`src/rtl/wb_pkg.sv`:
```
`default_nettype none
// ============================================================================
// Module : wb_pkg
// Brief  : Shared unit codes and writeback entry layout for the writeback stage
// Rev    : 1.0  initial release
// ============================================================================
package wb_pkg;

    typedef enum logic [2:0] {
        FXUnitCode     = 3'd0,
        FPUnitCode     = 3'd1,
        LdStUnitCode   = 3'd2,
        BranchUnitCode = 3'd3,
        TrapUnitCode   = 3'd4
    } wb_unit_code_e;

    localparam int C_DEF_UNIT_CODE_W = 3;
    localparam int C_DEF_REG_W       = 5;
    localparam int C_DEF_DATA_W      = 64;

    // Entry packing, MSB first: {unit, en1, en2, addr1, addr2, val1, val2}
    function automatic int wb_entry_width(input int unit_w, input int reg_w, input int data_w);
        return unit_w + 2 + 2 * reg_w + 2 * data_w;
    endfunction

endpackage : wb_pkg
`default_nettype wire

```
`src/rtl/wb_source_fifo.sv`:
```
`default_nettype none
// ============================================================================
// Module : wb_source_fifo
// Brief  : Synchronous single-clock FIFO holding one source's pending results
// Rev    : 1.0  initial release
// ============================================================================
module wb_source_fifo #(
    parameter int DEPTH = 4,
    parameter int WIDTH = 8
) (
    input  logic             clk,
    input  logic             rst,
    input  logic             i_push,
    input  logic [WIDTH-1:0] i_data,
    input  logic             i_pop,
    output logic [WIDTH-1:0] o_data,
    output logic             o_full,
    output logic             o_empty
);

    localparam int C_PTR_W = $clog2(DEPTH);
    localparam int C_CNT_W = C_PTR_W + 1;

    logic [WIDTH-1:0]   r_mem [DEPTH];
    logic [C_PTR_W-1:0] r_wr_ptr;
    logic [C_PTR_W-1:0] r_rd_ptr;
    logic [C_CNT_W-1:0] r_count;
    logic               w_do_push;
    logic               w_do_pop;

    assign o_full    = (r_count == C_CNT_W'(DEPTH));
    assign o_empty   = (r_count == '0);
    assign w_do_push = i_push && !o_full;
    assign w_do_pop  = i_pop && !o_empty;
    assign o_data    = r_mem[r_rd_ptr];

    always_ff @(posedge clk) begin
        if (w_do_push) begin
            r_mem[r_wr_ptr] <= i_data;
        end
    end

    always_ff @(posedge clk) begin
        if (rst) begin
            r_wr_ptr <= '0;
            r_rd_ptr <= '0;
            r_count  <= '0;
        end else begin
            if (w_do_push) begin
                r_wr_ptr <= r_wr_ptr + 1'b1;
            end
            if (w_do_pop) begin
                r_rd_ptr <= r_rd_ptr + 1'b1;
            end
            if (w_do_push && !w_do_pop) begin
                r_count <= r_count + 1'b1;
            end else if (w_do_pop && !w_do_push) begin
                r_count <= r_count - 1'b1;
            end
        end
    end

endmodule : wb_source_fifo
`default_nettype wire

```
`src/rtl/writeback_arbiter.sv`:
```
`default_nettype none
// ============================================================================
// Module : writeback_arbiter
// Brief  : Per-source result FIFOs drained one per cycle by round-robin grant
// Rev    : 1.0  initial release
// ============================================================================
module writeback_arbiter
    import wb_pkg::*;
#(
    parameter int numSources    = 3,
    parameter int fifoDepth     = 4,
    parameter int regWidth      = 5,
    parameter int dataWidth     = 64,
    parameter int unitCodeWidth = 3
) (
    input  logic                                clock_i,
    input  logic                                reset_i,
    input  logic [numSources-1:0]               srcValid_i,
    output logic [numSources-1:0]               srcReady_o,
    input  logic [numSources*unitCodeWidth-1:0] srcUnitCode_i,
    input  logic [numSources-1:0]               srcReg1Enable_i,
    input  logic [numSources-1:0]               srcReg2Enable_i,
    input  logic [numSources*regWidth-1:0]      srcReg1Address_i,
    input  logic [numSources*regWidth-1:0]      srcReg2Address_i,
    input  logic [numSources*dataWidth-1:0]     srcReg1Value_i,
    input  logic [numSources*dataWidth-1:0]     srcReg2Value_i,
    output logic                                wbValid_o,
    output logic [unitCodeWidth-1:0]            functionalUnitCode_o,
    output logic                                reg1WritebackEnable_o,
    output logic                                reg2WritebackEnable_o,
    output logic [regWidth-1:0]                 reg1WritebackAddress_o,
    output logic [regWidth-1:0]                 reg2WritebackAddress_o,
    output logic [dataWidth-1:0]                reg1WritebackVal_o,
    output logic [dataWidth-1:0]                reg2WritebackVal_o,
    output logic [$clog2(numSources)-1:0]       grantSource_o
);

    localparam int C_SRC_W   = $clog2(numSources);
    localparam int C_ENTRY_W = wb_entry_width(unitCodeWidth, regWidth, dataWidth);
    localparam int C_V2_LO   = 0;
    localparam int C_V1_LO   = C_V2_LO + dataWidth;
    localparam int C_A2_LO   = C_V1_LO + dataWidth;
    localparam int C_A1_LO   = C_A2_LO + regWidth;
    localparam int C_EN2_BIT = C_A1_LO + regWidth;
    localparam int C_EN1_BIT = C_EN2_BIT + 1;
    localparam int C_UC_LO   = C_EN1_BIT + 1;

    logic [C_ENTRY_W-1:0] w_in_entry [numSources];
    logic [C_ENTRY_W-1:0] w_head     [numSources];
    logic [numSources-1:0] w_push;
    logic [numSources-1:0] w_full;
    logic [numSources-1:0] w_empty;
    logic [numSources-1:0] w_grant_oh;
    logic                  w_grant_valid;
    logic [C_SRC_W-1:0]    w_grant_idx;
    logic [C_ENTRY_W-1:0]  w_sel;
    int                    w_cand;

    logic [C_SRC_W-1:0]       r_last_grant;
    logic                     r_wb_valid;
    logic [unitCodeWidth-1:0] r_unit_code;
    logic                     r_en1;
    logic                     r_en2;
    logic [regWidth-1:0]      r_addr1;
    logic [regWidth-1:0]      r_addr2;
    logic [dataWidth-1:0]     r_val1;
    logic [dataWidth-1:0]     r_val2;
    logic [C_SRC_W-1:0]       r_grant;

    // Ready depends on registered occupancy only; a pop in the same cycle does not free a slot
    assign srcReady_o = reset_i ? '0 : ~w_full;

    generate
        for (genvar s = 0; s < numSources; s++) begin : g_src
            assign w_in_entry[s] = {srcUnitCode_i[s*unitCodeWidth +: unitCodeWidth],
                                    srcReg1Enable_i[s], srcReg2Enable_i[s],
                                    srcReg1Address_i[s*regWidth +: regWidth],
                                    srcReg2Address_i[s*regWidth +: regWidth],
                                    srcReg1Value_i[s*dataWidth +: dataWidth],
                                    srcReg2Value_i[s*dataWidth +: dataWidth]};
            // Results that write nothing complete the handshake but never reach the FIFO
            assign w_push[s] = srcValid_i[s] && srcReady_o[s]
                             && (srcReg1Enable_i[s] || srcReg2Enable_i[s]);

            wb_source_fifo #(
                .DEPTH (fifoDepth),
                .WIDTH (C_ENTRY_W)
            ) u_fifo (
                .clk     (clock_i),
                .rst     (reset_i),
                .i_push  (w_push[s]),
                .i_data  (w_in_entry[s]),
                .i_pop   (w_grant_oh[s]),
                .o_data  (w_head[s]),
                .o_full  (w_full[s]),
                .o_empty (w_empty[s])
            );
        end
    endgenerate

    always_comb begin
        w_grant_valid = 1'b0;
        w_grant_idx   = '0;
        w_cand        = 0;
        for (int i = 1; i <= numSources; i++) begin
            w_cand = int'(r_last_grant) + i;
            if (w_cand >= numSources) begin
                w_cand = w_cand - numSources;
            end
            if (!w_grant_valid && !w_empty[w_cand]) begin
                w_grant_valid = 1'b1;
                w_grant_idx   = w_cand[C_SRC_W-1:0];
            end
        end
    end

    always_comb begin
        w_grant_oh = '0;
        w_sel      = '0;
        for (int s = 0; s < numSources; s++) begin
            if (w_grant_valid && (w_grant_idx == C_SRC_W'(s))) begin
                w_grant_oh[s] = 1'b1;
                w_sel         = w_head[s];
            end
        end
    end

    always_ff @(posedge clock_i) begin
        if (reset_i) begin
            r_last_grant <= C_SRC_W'(numSources - 1);
            r_wb_valid   <= 1'b0;
            r_unit_code  <= '0;
            r_en1        <= 1'b0;
            r_en2        <= 1'b0;
            r_addr1      <= '0;
            r_addr2      <= '0;
            r_val1       <= '0;
            r_val2       <= '0;
            r_grant      <= '0;
        end else if (w_grant_valid) begin
            r_last_grant <= w_grant_idx;
            r_wb_valid   <= 1'b1;
            r_unit_code  <= w_sel[C_UC_LO +: unitCodeWidth];
            r_en1        <= w_sel[C_EN1_BIT];
            r_en2        <= w_sel[C_EN2_BIT];
            r_addr1      <= w_sel[C_A1_LO +: regWidth];
            r_addr2      <= w_sel[C_A2_LO +: regWidth];
            r_val1       <= w_sel[C_V1_LO +: dataWidth];
            r_val2       <= w_sel[C_V2_LO +: dataWidth];
            r_grant      <= w_grant_idx;
        end else begin
            r_wb_valid   <= 1'b0;
            r_en1        <= 1'b0;
            r_en2        <= 1'b0;
        end
    end

    assign wbValid_o              = r_wb_valid;
    assign functionalUnitCode_o   = r_unit_code;
    assign reg1WritebackEnable_o  = r_en1;
    assign reg2WritebackEnable_o  = r_en2;
    assign reg1WritebackAddress_o = r_addr1;
    assign reg2WritebackAddress_o = r_addr2;
    assign reg1WritebackVal_o     = r_val1;
    assign reg2WritebackVal_o     = r_val2;
    assign grantSource_o          = r_grant;

endmodule : writeback_arbiter
`default_nettype wire
```
`config.mk`:
```
export PLATFORM = sky130hd
export DESIGN_NAME = writeback_arbiter
export DESIGN_NICKNAME = d
export VERILOG_FILES = /design/src/rtl/wb_pkg.sv /design/src/rtl/wb_source_fifo.sv /design/src/rtl/writeback_arbiter.sv
export SDC_FILE = /design/constraint.sdc
export NUM_CORES = 2
export LEC_CHECK = 0
export CORE_MARGIN = 4
export CORE_UTILIZATION = 55
export DETAILED_ROUTE_END_ITERATION = 12
export GPL_ROUTABILITY_DRIVEN = 0
export PLACE_DENSITY = 0.79
export RECOVER_POWER = 25
export SYNTH_ARGS = -nofsm -noshare
export SYNTH_HDL_FRONTEND = slang
export SYNTH_SLANG_ARGS = --single-unit
```
`constraint.sdc`:
```
create_clock -name clock_i -period 6.3 [get_ports clock_i]
set_clock_uncertainty 0.2 [all_clocks]
set_input_delay 1.26 -clock clock_i [delete_from_list [all_inputs] [get_ports clock_i]]
set_output_delay 1.26 -clock clock_i [all_outputs]
set_load 0.1 [all_outputs]
```
==> out/qor.csv <==
stage,metric,value,unit
synth,yosys.area.top_type,edfxtp_1,
layout,stdcell_count,5993,
power,irDropWorstVdd,0.704,mV
global_routing,gr-usage-all-layers,27.5,%
synth,synth_edf_count,1716,
clock_network,cts_tree,built,
drt,wl_met3,19.7,mm
placement,io_buffer_count,582,
synth,yosysWarningCount,0,
drt,dr.max_layer_used,met5,
clock_network,clock_latency,830,ps
power,p_leak,26.8,nW
synth,async_flop_share,0,%
synth,ys_seq_elements,1890,
worst_setup_path,path_max_fanout,45,
layout,layout_common_cells,"1716 x edfxtp_1, 429 x mux4_2, 335 x clkdlybuf4s50_1",
drt,viasPerCell,6.52,
global_routing,first_global_vias,39700,
drt,drt-pass1-iter-count,6,
synth,synth.cell_area,72000,sq um
clock_network,cts_sinks,1890,
placement,dpl.hpwl,116,mm
layout,layout_commonest_cell,edfxtp_1,
worst_setup_path,end_kind,flip-flop,
synth,synth.avg_cell_area,20.7,sq um
flow_run,maxCapViolCount,0,
drt,antenna_left,0,
timing,hold_viol_final,0,
timing,setup_viol,0,
timing,finalCriticalPeriod,4380,ps
global_routing,grt_overflow,0,
clock_network,clkTransAtPathRegs,60,ps
synth,synthTopCellsByArea,"edfxtp_1 72%, mux4_2 13%, dfxtp_1 4.8%",
drt,wl,188,mm
layout,nNetsFinal,4501,
timing,rsz0062_at_grt,no,
clock_network,cts.path.max_buffers,3,
timing,fin_crit_sh,69.5,%
timing,fin_ws,1920,ps
synth,syn_inst,3476,
drt,wl_per_cell,31.4,um
timing,finalSetupTns,0,ps
synth,synth_nets,3931,
die,die_w,370,um
power,p_per_area,474,nW/um^2
drt,drt_iter0_drc,5795,
run_status,status,"complete, no violations",
die,die-height,370,um
timing,slew_headroom,23.3,%
drt,wl_met2,92.0,mm
placement,dp_cells,5604,
drt,via_count,39100,
synth,synth_top_area_share,71.6,%
global_routing,grt_pass1_wl,274,mm
timing,fmax,0.228,GHz
drt,drc_errors,0,
clock_network,cts_setup_buffers,0,
timing,worst_pin_slew,1150,ps
clock_network,clock-root-buffer,clkbuf_16,
clock_network,h-tree-depth,4,
die,die-area,137000,sq um
synth,ys_seq_area_share,76.4,%
synth,ys_types,49,
global_routing,antenna_found_initial,72,
worst_hold_path,min_path_type,flip-flop to flip-flop,
worst_setup_path,cp.arrival,4870,ps
layout,area_growth,19.5,%
clock_network,cts_buffers,182,
drt,wl_met1,68.9,mm
die,num_rows,132,
placement,dpl_worst_slack,1680,ps
worst_setup_path,critPathRequiredTime,6790,ps
clock_network,hold_buffers,0,
die,initial_core_util,55.5,%
clock_network,ctsResizeCount,0,
die,core_area,130000,sq um
worst_setup_path,worstSetupStartpointType,flip-flop,
layout,drive_above_1_share,18.8,%
die,num_io_pins,583,
global_routing,grt_max_degree,146,
synth,synthFlopType,edfxtp_1,
timing,slew_viol_final,0,
worst_setup_path,worstSetupPathType,flip-flop to flip-flop,
[critical path, stage by stage (launching register included)]
cell	delay, ps
dfxtp_1	490
inv_1	190
ha_1	490
inv_1	220
nor2_1	110
nor2_4	830
a21o_4	530
buf_4	640
o22ai_1	230
a22o_1	220
[through the flow]
stage | util, % | power (W) | hold slack, ps | cell area, sq um
floorplan | - | 0.0254 | 285 | 72000
global placement | 61.6 | 0.0299 | 255 | 79900
detailed placement | 61.6 | 0.0301 | 258 | 79900
CTS | 66.2 | 0.0409 | 277 | 85900
global route | 66.2 | 0.0423 | 294 | 86000
finish | 66.3 | 0.0408 | 279 | 86000
[state kept, by name, indices dropped and copies added (netlist names), 5 cells and up, named ones only]
name and cells:
reg2WritebackVal_o 64, reg1WritebackVal_o 64, g_src.u_fifo.r_rd_ptr 6, g_src.u_fifo.r_count 9, reg1WritebackAddress_o 5, g_src.u_fifo.r_wr_ptr 6
reg2WritebackAddress_o 5, g_src.u_fifo.r_mem 1716
[report_power, final]
group	internal, W	switching [W]	leakage, nW
clock	0.00605	0.00472	2.89
combinational	0.00513	0.00978	6.90
sequential	0.0145	0.000671	17.0
[layer usage]
layer  track usage [%]  vias up
met5                 0        -
met4              11.8       26
met3              6.83      434
met2              43.1     2497
met1              37.4    20200
li1                  -    15900
[path summary, 6_finish.rpt]
path | start | to | slack, ps | cells past startpoint
setup reg to reg | r_last_grant[0] | reg2WritebackVal_o[48] | 1920 | 9
hold reg to reg | reg2WritebackVal_o[38] | reg2WritebackVal_o[38] | 280 | 1
setup / recovery | r_last_grant[0] | reg2WritebackVal_o[48] | 1920 | 9
hold / removal | reg2WritebackVal_o[38] | reg2WritebackVal_o[38] | 280 | 1
[logic make-up after synthesis]
kind of cell             Yosys count  share of synthesized area (%)
AO/OA/AOI/OAI                    751                           7.28
XOR/XNOR                          15                          0.182
adder cells (fa/ha/maj)           21                          0.396
buffers and inverters            276                           1.55
flip-flops                      1890                           76.4
multiplexers                     442                           13.6
AND/OR/NAND/NOR                   81                          0.589
[Yosys cell counts (3+ instances only)]
cell / number
nor2_1: 32
dfxtp_1: 174
xor2_1: 8
nand2_1: 8
inv_1: 14
o22ai_1: 141
o211a_1: 3
clkbuf_1: 192
edfxtp_1: 1716
buf_2: 53
a22o_1: 141
a21oi_1: 14
o21ai_0: 150
nor3_1: 4
nand3_1: 6
mux2_2: 3
ha_1: 18
mux2i_1: 10
xnor2_1: 7
mux4_2: 429
and2_1: 14
a211oi_1: 141
fa_1: 3
buf_1: 14
o21a_1: 142
buf_4: 3
or3_1: 6
[layout make-up]
| class | count | area, sq um |
|---|---|---|
| clock buffers | 274 | 5150 |
| diodes | 46 | 115 |
| fillers | 8138 | 43800 |
| repair buffers | 648 | 6670 |
| inverters | 14 | 52.6 |
| well taps | 1742 | 2180 |
| flip-flops and latches | 1890 | 55000 |
| multi-input cells | 1310 | 16000 |
| clock inverters | 69 | 846 |
(Power assumes the default switching activity.)
